### src/rtl/arith_pkg.sv
// Shared arithmetic datapath types.
// Divider FSM states and packed {rem, quo} result.
package arith_pkg;

  localparam int ARITH_DATA_WIDTH = 32;

  typedef enum logic [1:0] {
    IDLE,
    CALC,
    FIX,
    DONE
  } div_state_t;

  typedef struct packed {
    logic [ARITH_DATA_WIDTH-1:0] rem;
    logic [ARITH_DATA_WIDTH-1:0] quo;
  } div_res_t;

endpackage

### src/rtl/div_step.sv
// One restoring-division step: shift in a dividend bit,
// trial-subtract the divisor, keep or restore.
module div_step #(
  parameter int W = 32
) (
  input  logic [W-1:0] rem,
  input  logic         bit_in,
  input  logic [W-1:0] dvs,
  output logic [W-1:0] rem_nxt,
  output logic         q_bit
);

  logic [W:0]   part;
  logic [W+1:0] diff;
  logic         unused_hi;

  assign part = {rem, bit_in};
  assign diff = {1'b0, part} - {2'b00, dvs};

  // Borrow out of the W+1 bit subtract means "restore".
  assign q_bit     = ~diff[W+1];
  assign rem_nxt   = q_bit ? diff[W-1:0] : part[W-1:0];
  assign unused_hi = diff[W];

endmodule

### src/rtl/seq_div.sv
// Sequential radix-2 restoring divider, signed/unsigned,
// result packed {remainder, quotient}.
module seq_div
  import arith_pkg::*;
#(
  parameter int DATA_WIDTH = ARITH_DATA_WIDTH
) (
  input  logic                    clk,
  input  logic                    rst,
  input  logic                    i_valid,
  output logic                    o_ready,
  input  logic [DATA_WIDTH-1:0]   i_a,
  input  logic [DATA_WIDTH-1:0]   i_b,
  input  logic                    i_signed,
  output logic                    o_valid,
  input  logic                    i_ready,
  output logic [2*DATA_WIDTH-1:0] o_c
);

  localparam int W  = DATA_WIDTH;
  localparam int CW = $clog2(W) + 1;
  localparam logic [W-1:0] MIN_NEG = {1'b1, {(W-1){1'b0}}};

  div_state_t state, state_nxt;

  logic [CW-1:0]  cnt;
  logic [W-1:0]   dvd;
  logic [W-1:0]   dvs;
  logic [W-1:0]   rem;
  logic [W-1:0]   quo;
  logic [W-1:0]   a_raw;
  logic           neg_q;
  logic           neg_r;
  logic           dbz;
  logic           ovf;
  logic [2*W-1:0] res;

  logic [W-1:0] rem_nxt;
  logic         q_bit;
  logic         a_neg;
  logic         b_neg;
  logic         accept;

  assign a_neg  = i_signed & i_a[W-1];
  assign b_neg  = i_signed & i_b[W-1];
  assign accept = (state == IDLE) && i_valid;

  div_step #(.W(W)) u_step (
    .rem     (rem),
    .bit_in  (dvd[W-1]),
    .dvs     (dvs),
    .rem_nxt (rem_nxt),
    .q_bit   (q_bit)
  );

  always_ff @(posedge clk) begin
    if (rst) state <= IDLE;
    else     state <= state_nxt;
  end

  always_comb begin
    state_nxt = state;
    unique case (state)
      IDLE: if (i_valid)    state_nxt = CALC;
      CALC: if (cnt[CW-1])  state_nxt = FIX;
      FIX:                  state_nxt = DONE;
      DONE: if (i_ready)    state_nxt = IDLE;
      default:              state_nxt = IDLE;
    endcase
  end

  always_comb begin
    o_ready = (state == IDLE);
    o_valid = (state == DONE);
  end

  // Counter runs W-1 .. 0 doing steps, then one drain edge at -1.
  always_ff @(posedge clk) begin
    if (rst) begin
      cnt   <= '0;
      dvd   <= '0;
      dvs   <= '0;
      rem   <= '0;
      quo   <= '0;
      a_raw <= '0;
      neg_q <= 1'b0;
      neg_r <= 1'b0;
      dbz   <= 1'b0;
      ovf   <= 1'b0;
      res   <= '0;
    end else if (accept) begin
      cnt   <= CW'(W-1);
      dvd   <= a_neg ? (~i_a + 1'b1) : i_a;
      dvs   <= b_neg ? (~i_b + 1'b1) : i_b;
      rem   <= '0;
      quo   <= '0;
      a_raw <= i_a;
      neg_q <= a_neg ^ b_neg;
      neg_r <= a_neg;
      dbz   <= (i_b == '0);
      ovf   <= i_signed && (i_a == MIN_NEG) && (i_b == '1);
    end else if (state == CALC) begin
      cnt <= cnt - 1'b1;
      if (!cnt[CW-1]) begin
        rem <= rem_nxt;
        quo <= {quo[W-2:0], q_bit};
        dvd <= {dvd[W-2:0], 1'b0};
      end
    end else if (state == FIX) begin
      unique case (1'b1)
        dbz:     res <= {a_raw, {W{1'b1}}};
        ovf:     res <= {{W{1'b0}}, MIN_NEG};
        default: res <= {neg_r ? (~rem + 1'b1) : rem,
                         neg_q ? (~quo + 1'b1) : quo};
      endcase
    end
  end

  assign o_c = res;

endmodule
### config.mk
export PLATFORM = sky130hd
export DESIGN_NAME = seq_div
export DESIGN_NICKNAME = d
export VERILOG_FILES = /design/src/rtl/arith_pkg.sv /design/src/rtl/div_step.sv /design/src/rtl/seq_div.sv
export SDC_FILE = /design/constraint.sdc
export NUM_CORES = 1
export LEC_CHECK = 0
export CAP_MARGIN = 15
export CORE_MARGIN = 1.5
export CORE_UTILIZATION = 50
export DETAILED_ROUTE_END_ITERATION = 12
export PLACE_DENSITY = 0.77
export SYNTH_ARGS = -nofsm -noshare
export SYNTH_HDL_FRONTEND = slang
export SYNTH_SLANG_ARGS = --single-unit
### constraint.sdc
create_clock -name clk -period 4 [get_ports clk]
set_clock_uncertainty 0.05 [all_clocks]
set_input_delay 0.8 -clock clk [delete_from_list [all_inputs] [get_ports clk]]
set_output_delay 0.8 -clock clk [all_outputs]
set_load 0.02 [all_outputs]
==> impl_metrics.json, run 1 <==
{
  "status": "complete, no violations",
  "leakage_nw": 5.775,
  "yosys_most_used_dff": "dfxtp_1",
  "critPathArrivalTime_ns": 3.93,
  "worstReg2RegStart": "dvd[31]",
  "ir_drop_uv": 699.4,
  "fin_cells": 2173,
  "cts-root-buf": "clkbuf_16",
  "dp_hpwl_um": 26510,
  "vias": 12822,
  "initial_core_util_pct": 50.81,
  "die-area_um2": 27470,
  "hold_buffers": 0,
  "muxShareOfSynthArea_pct": 0.7559,
  "yosys_warnings": 0,
  "setup_violations": 0,
  "worst_pin_slew_ns": 1.140,
  "nNetsFinal": 1932,
  "finalCritPeriodShare_pct": 88.05,
  "fin_tns_setup_ns": 0,
  "synth_top_area_cell": "dfxtp_1",
  "diodes": 0,
  "cap_violations": 0,
  "syn-num-nets": 1855,
  "drive_gt1_share_pct": 4.733,
  "wl_um": 36920,
  "syn_area_um2": 13240,
  "ant_nets": 0,
  "r2r-end": "rem[26]",
  "reg2reg_depth": 13,
  "post_cts_resized": 0,
  "die_x_um": 165.7,
  "yosysSeqAreaShare_pct": 35.68,
  "synth_top_area_share_pct": 35.68,
  "routedWlPerCell_um": 16.99,
  "multi_input_area_um2": 7913,
  "syn-mean-instance-area_um2": 7.597,
  "finalPower_w": 0.01303,
  "min_delay_worst_endpoint": "a_raw[31]",
  "antenna_found_initial": 0,
  "die_height_um": 165.7,
  "maxSlewViolCount": 0,
  "core_um2": 26060,
  "crit_fanout": 5,
  "grt_max_degree": 90,
  "synth.area.top_cells": "dfxtp_1 (36%), nand2_1 (7.7%), a21oi_1 (5.5%), xor2_1 (5.4%), nor2_1 (4.7%)",
  "criticalPathCategory": "flip-flop to flip-flop",
  "clk_pin_slew_ns": 0.06,
  "worstPathRequired_ns": 4.41,
  "clock-sinks": 236,
  "setup.worst_path.end_class": "flip-flop",
  "fill_cells": 2328,
  "cts_inserted_buffers": 26,
  "synthArstFlopShare_pct": 0,
  "synth_common_cells": "nand2_1 (272), dfxtp_1 (236), nor2_1 (167)",
  "grt_pass1_wl_um": 60510,
  "ios": 135,
  "whs_ns": 0.4074,
  "slew_headroom_pct": 23.91,
  "clk_latency_ns": 0.54,
  "cts_tree": "yes",
  "io_buffers": 134,
  "powerDensity_nw_per_um2": 834.4,
  "grt_usage_pct": 26.13,
  "rsz0062_at_grt": "false",
  "worstHoldStart": "a_raw[31]",
  "rows": 59,
  "ys_ff_latch": 236,
  "fmax_ghz": 0.2839,
  "synth_cells": 1743,
  "period_needed_ns": 3.522,
  "drt_iter0_markers": 1130,
  "setup.worst_path.start_class": "flip-flop",
  "seqCellArea_um2": 4725,
  "h-tree-depth": 1,
  "finalHoldViolations": 0,
  "synth_top_family_by_area": "compound AO/OA/AOI/OAI gates",
  "ys_types": 61,
  "synth_compound_area_share_pct": 22.66,
  "cts_max_path_buffers": 3,
  "synthAdderAreaFrac_pct": 4.120,
  "synthXorXnorAreaFrac_pct": 9.591,
  "yosysMostFrequentCell": "nand2_1",
  "overflow": 0,
  "ff2ff_setup_slack_ns": 0.48,
  "fin_util_pct": 59.91,
  "synth-edff-count": 0,
  "gp_congestion": 0.8991,
  "cts_setup_buffers": 0,
  "grt_pass1_vias": 11901,
  "synth-simple-area-share_pct": 22.34,
  "dr.pass1.iters": 5,
  "vias_per_cell": 5.901,
  "min_delay_path_depth": 2,
  "hold_class": "flip-flop to flip-flop",
  "area_delta_synth_final_pct": 17.91,
  "place_inst": 2127,
  "drc_errors": 0
}
## power by group
| group | total, W | internal, W | leakage (nW) | switching, W |
|---|---|---|---|---|
| registers | 0.00362 | 0.00302 | 1.93 | 0.000600 |
| logic | 0.00719 | 0.00283 | 3.47 | 0.00436 |
| clock network | 0.00222 | 0.00124 | 0.380 | 0.000973 |
## per-stage QoR
stage | setup WS [ns] | cell area, um2
after floorplan | 0.6907 | 13240
after global placement | 0.1595 | 14830
after detailed placement | 0.09159 | 14830
after CTS | 0.5120 | 15610
after global routing | 0.1263 | 15610
final | 0.4780 | 15610
## layout make-up
cell class,count,area share (%)
multi-input cells,1336,50.68
flip-flops and latches,236,30.26
repair buffers,164,10.02
clock buffers,36,4.536
well taps,335,2.685
inverters,56,1.346
clock inverters,10,0.4728
## layout by cell type (no fill, tap or decap), types with 3 or more instances in the layout
cell             instances
and2_1                   9
xnor2_1                 63
or4_1                   11
a211oi_1                45
mux2i_1                 10
nor2b_1                  9
nor3b_1                  3
clkinv_2                 5
ha_1                    41
and3_1                  10
a21oi_1                146
o22ai_1                 11
nor2_1                 166
or4_4                    3
nand2_1                271
o31ai_1                 20
nand4_1                 13
a22oi_1                 20
a21boi_0                 4
a31oi_1                 17
clkbuf_1                 8
or3_1                   12
o21bai_1                 3
inv_1                   56
a311oi_1                36
nand3b_1                 3
clkdlybuf4s50_1        133
a221oi_1                 3
nor4_1                  16
o41ai_1                 14
o211ai_1                12
nor3_1                  93
xor2_1                  82
dfxtp_1                236
nand3_1                 18
buf_4                   31
a21o_1                  13
clkbuf_16               26
nand2b_1                 8
o21ai_0                118
## critical path, cell delays in order, from the launching register on
cell      delay (ns)
dfxtp_1         0.34
inv_1           0.06
ha_1            0.16
inv_1           0.05
fa_1            0.42
a211oi_1        0.28
o21ai_0         0.24
o211ai_1        0.35
a21boi_0        0.23
a31oi_1         0.52
nor2_1          0.11
nor4b_1         0.36
o31ai_1         0.12
o211ai_1        0.16
## cell families (layout without fill, tap and decap cells)
logic type / after synthesis / count (layout)
muxes: 10 / 10
AOI/OAI and AO/OA: 478 / 478
and+or+nand+nor: 660 / 660
buffers and inverters: 171 / 266
adders and majority gates: 43 / 43
DFF: 236 / 236
xor gates and xnor gates: 145 / 145
## flip-flops by register name, summed over array words and instances (netlist names)
name	flops
dvs	32
dvd	32
rem	32
cnt	6
ovf	1
a_raw	32
dbz	1
quo	32
neg_q	1
neg_r	1
state	2
o_c	64
## worst max-delay path by stage
stage,from,to,slack (ns),cells after the start
after global placement,i_b[5],dvs[26],0.16,11
after detailed placement,i_b[5],dvs[26],0.09,11
after CTS,dvd[31],rem[26],0.51,13
after global routing,dvd[31],rem[26],0.13,13
after floorplan,i_b[4],dvs[30],0.69,9
final,dvd[31],rem[26],0.48,13
## metal layers
layer | track usage, % | wire, um
met5 | 0 | 0
met4 | 7.521 | 831
met3 | 2.955 | 2344
met2 | 41.99 | 16800
met1 | 36.99 | 16950
Power figures use the tool's default switching activity.
==> inputs of run 2 (changes only) <==
--- a/config.mk
+++ b/config.mk
@@ -5,11 +5,12 @@
 export SDC_FILE = /design/constraint.sdc
 export NUM_CORES = 1
 export LEC_CHECK = 0
+export ABC_AREA = 1
 export CAP_MARGIN = 15
 export CORE_MARGIN = 1.5
 export CORE_UTILIZATION = 50
 export DETAILED_ROUTE_END_ITERATION = 12
-export PLACE_DENSITY = 0.77
+export PLACE_DENSITY = 0.76
 export SYNTH_ARGS = -nofsm -noshare
 export SYNTH_HDL_FRONTEND = slang
 export SYNTH_SLANG_ARGS = --single-unit
==> run 2 against run 1 <==
  * Clock power increased by 12%
  * Sequential power decreased by 3%
  * Sequential cell count unchanged
  * Synthesized area increased by 15%
  * Hold slack improved by 0.0076 ns
  * Register-to-register slack improved by 0.73 ns
  * Via count increased by 30%
  * Largest power group unchanged
==> impl_metrics.json, run 2 <==
{
  "synthArstFlopShare_pct": 0,
  "r2r-end": "rem[18]",
  "yosys_warnings": 0,
  "worst_pin_slew_ns": 1.010,
  "slew_headroom_pct": 32.62,
  "area_delta_synth_final_pct": 16.45,
  "drive_gt1_share_pct": 4.898,
  "clk_latency_ns": 0.54,
  "ir_drop_uv": 385.3,
  "hold_buffers": 0,
  "initial_core_util_pct": 51.01,
  "grt_pass1_wl_um": 78300,
  "cp-startpoint": "rem[23]",
  "fin_tns_setup_ns": 0,
  "hold_class": "flip-flop to flip-flop",
  "yosysMostFrequentCell": "nand2_1",
  "grt_max_degree": 90,
  "synth.area.top_cells": "dfxtp_1 (31%), nand2_1 (13%), inv_1 (8.5%), o21ai_0 (7.9%), nand3_1 (6.8%)",
  "wl_um": 49750,
  "drc_errors": 0,
  "synth_cells": 2453,
  "fill_cells": 2894,
  "leakage_nw": 8.307,
  "die-area_um2": 31450,
  "rsz0062_at_grt": "false",
  "crit_fanout": 19,
  "clock-sinks": 236,
  "powerDensity_nw_per_um2": 754.4,
  "antenna_found_initial": 0,
  "gp_congestion": 0.9751,
  "overflow": 0,
  "io_buffers": 134,
  "ys_types": 49,
  "final_common_cell": "nand2_1",
  "critPathArrivalTime_ns": 3.16,
  "drt_iter0_markers": 1857,
  "cts-root-buf": "clkbuf_16",
  "period_needed_ns": 2.787,
  "largest_reg_flops": 64,
  "routedWlPerCell_um": 16.91,
  "syn_area_um2": 15200,
  "grt_pass1_vias": 15009,
  "die_height_um": 177.3,
  "cap_violations": 0,
  "setup_slack_ns": 1.213,
  "die_x_um": 177.3,
  "nNetsFinal": 2644,
  "reg2reg_depth": 13,
  "cts_max_path_buffers": 3,
  "seqCellArea_um2": 4725,
  "setup.worst_path.end_class": "flip-flop",
  "synth_top_area_cell": "dfxtp_1",
  "ff2ff_setup_slack_ns": 1.21,
  "synth_common_cells": "nand2_1 (546), inv_1 (345), o21ai_0 (239)",
  "status": "complete, no violations",
  "vias_per_cell": 5.667,
  "finalHoldViolations": 0,
  "cts_setup_buffers": 0,
  "setup_violations": 0,
  "dp_hpwl_um": 36940,
  "finalCritPeriodShare_pct": 69.68,
  "rows": 63,
  "grt_usage_pct": 31.12,
  "cts_inserted_buffers": 26,
  "syn-mean-instance-area_um2": 6.196,
  "ios": 135,
  "post_cts_resized": 0,
  "ys_ff_latch": 236,
  "vias": 16673,
  "layout.cells.most_common_list": "nand2_1 (545), inv_1 (345), o21ai_0 (239)",
  "fin_util_pct": 59.40,
  "worstReg2RegStart": "rem[23]",
  "synth-edff-count": 0,
  "diodes": 0,
  "maxSlewViolCount": 0,
  "synth_top_area_share_pct": 31.09,
  "multi_input_area_um2": 8723,
  "setup.worst_path.start_class": "flip-flop",
  "criticalPathCategory": "flip-flop to flip-flop",
  "yosys_most_used_dff": "dfxtp_1",
  "dpl_worst_slack_ns": 0.7645,
  "yosysSeqAreaShare_pct": 31.09,
  "core_um2": 29800,
  "h-tree-depth": 1,
  "cts_tree": "yes",
  "worstPathRequired_ns": 4.38,
  "syn-num-nets": 2565,
  "clk_pin_slew_ns": 0.07,
  "cp-endpoint": "rem[18]",
  "fmax_ghz": 0.3588,
  "dr.pass1.iters": 6,
  "ant_nets": 0
}
[run 2: cell count changes in the layout (fill, tap and decap cells not counted), moves of 52 or more]
cell	previous run	this run
inv_1	56	345
nand2_1	271	545
nand3_1	18	206
o21ai_0	118	239
nand4_1	13	77
nor3_1	93	30
xnor2_1	63	3
a21oi_1	146	204
xor2_1	82	24
nor2_1	166	218
[run 2: routing by layer]
| metal | vias up | part of all wire [%] | track usage [%] |
|---|---|---|---|
| li1 | 8227 | - | - |
| met1 | 7659 | 46 | 44.05 |
| met2 | 700 | 44 | 49.02 |
| met3 | 87 | 7.8 | 4.477 |
| met4 | 0 | 2.7 | 8.894 |
| met5 | - | 0 | 0 |
[run 2: logic make-up after synthesis]
group | Yosys count | synth area share [%]
and+or+nand+nor | 1147 | 33.11
AOI/OAI and AO/OA | 537 | 19.06
buffers and inverters | 463 | 11.60
DFF | 236 | 31.09
adders and majority gates | 43 | 3.589
xor gates and xnor gates | 27 | 1.556
[run 2: how the worst min path moves through the flow]
stage	from	end	depth (start not counted)
CTS	a_raw[24]	a_raw[24]	2
finish	a_raw[24]	a_raw[24]	2
floorplan	dvs[30]	dvs[30]	2
detailed placement	a_raw[24]	a_raw[24]	2
global placement	a_raw[23]	a_raw[23]	2
global route	a_raw[24]	a_raw[24]	2
[run 2: layout make-up]
cell class / count / share of cell area (%)
multi-input cells: 1754 / 49.29
flip-flops and latches: 236 / 26.69
repair buffers: 160 / 8.724
inverters: 354 / 7.508
clock buffers: 31 / 3.952
well taps: 390 / 2.757
clock inverters: 17 / 1.075
[run 2: through the flow]
| stage | total power [W] | instances | hold slack (ns) | cell area (um2) |
|---|---|---|---|---|
| CTS | 0.01320 | 2941 | 0.4147 | 17680 |
| floorplan | 0.008537 | 2453 | 0.3783 | 15200 |
| detailed placement | 0.01069 | 2893 | 0.3960 | 16790 |
| finish | 0.01335 | 2942 | 0.4150 | 17700 |
| global route | 0.01437 | 2942 | 0.4455 | 17700 |
| global placement | 0.01057 | 2893 | 0.3880 | 16790 |
[run 2: power by group]
part | total [W] | leakage (nW) | internal [W] | switching (W)
Sequential | 0.00350 | 1.93 | 0.00301 | 0.000491
Combinational | 0.00736 | 5.94 | 0.00237 | 0.00499
Clock | 0.00249 | 0.434 | 0.00145 | 0.00104
Total | 0.0134 | 8.31 | 0.00684 | 0.00652
[run 2: worst max-delay path: stages (launching register included)]
cell and delay, ns:
dfxtp_1 0.51, ha_1 0.39, nand2_1 0.17, inv_1 0.05
nand2_1 0.06, nand2_1 0.08, inv_1 0.08, a21oi_1 0.10
nor2_4 0.42, nand2_8 0.18, nand2_4 0.26, nor2_1 0.07
nor2_1 0.17, nor2_1 0.05
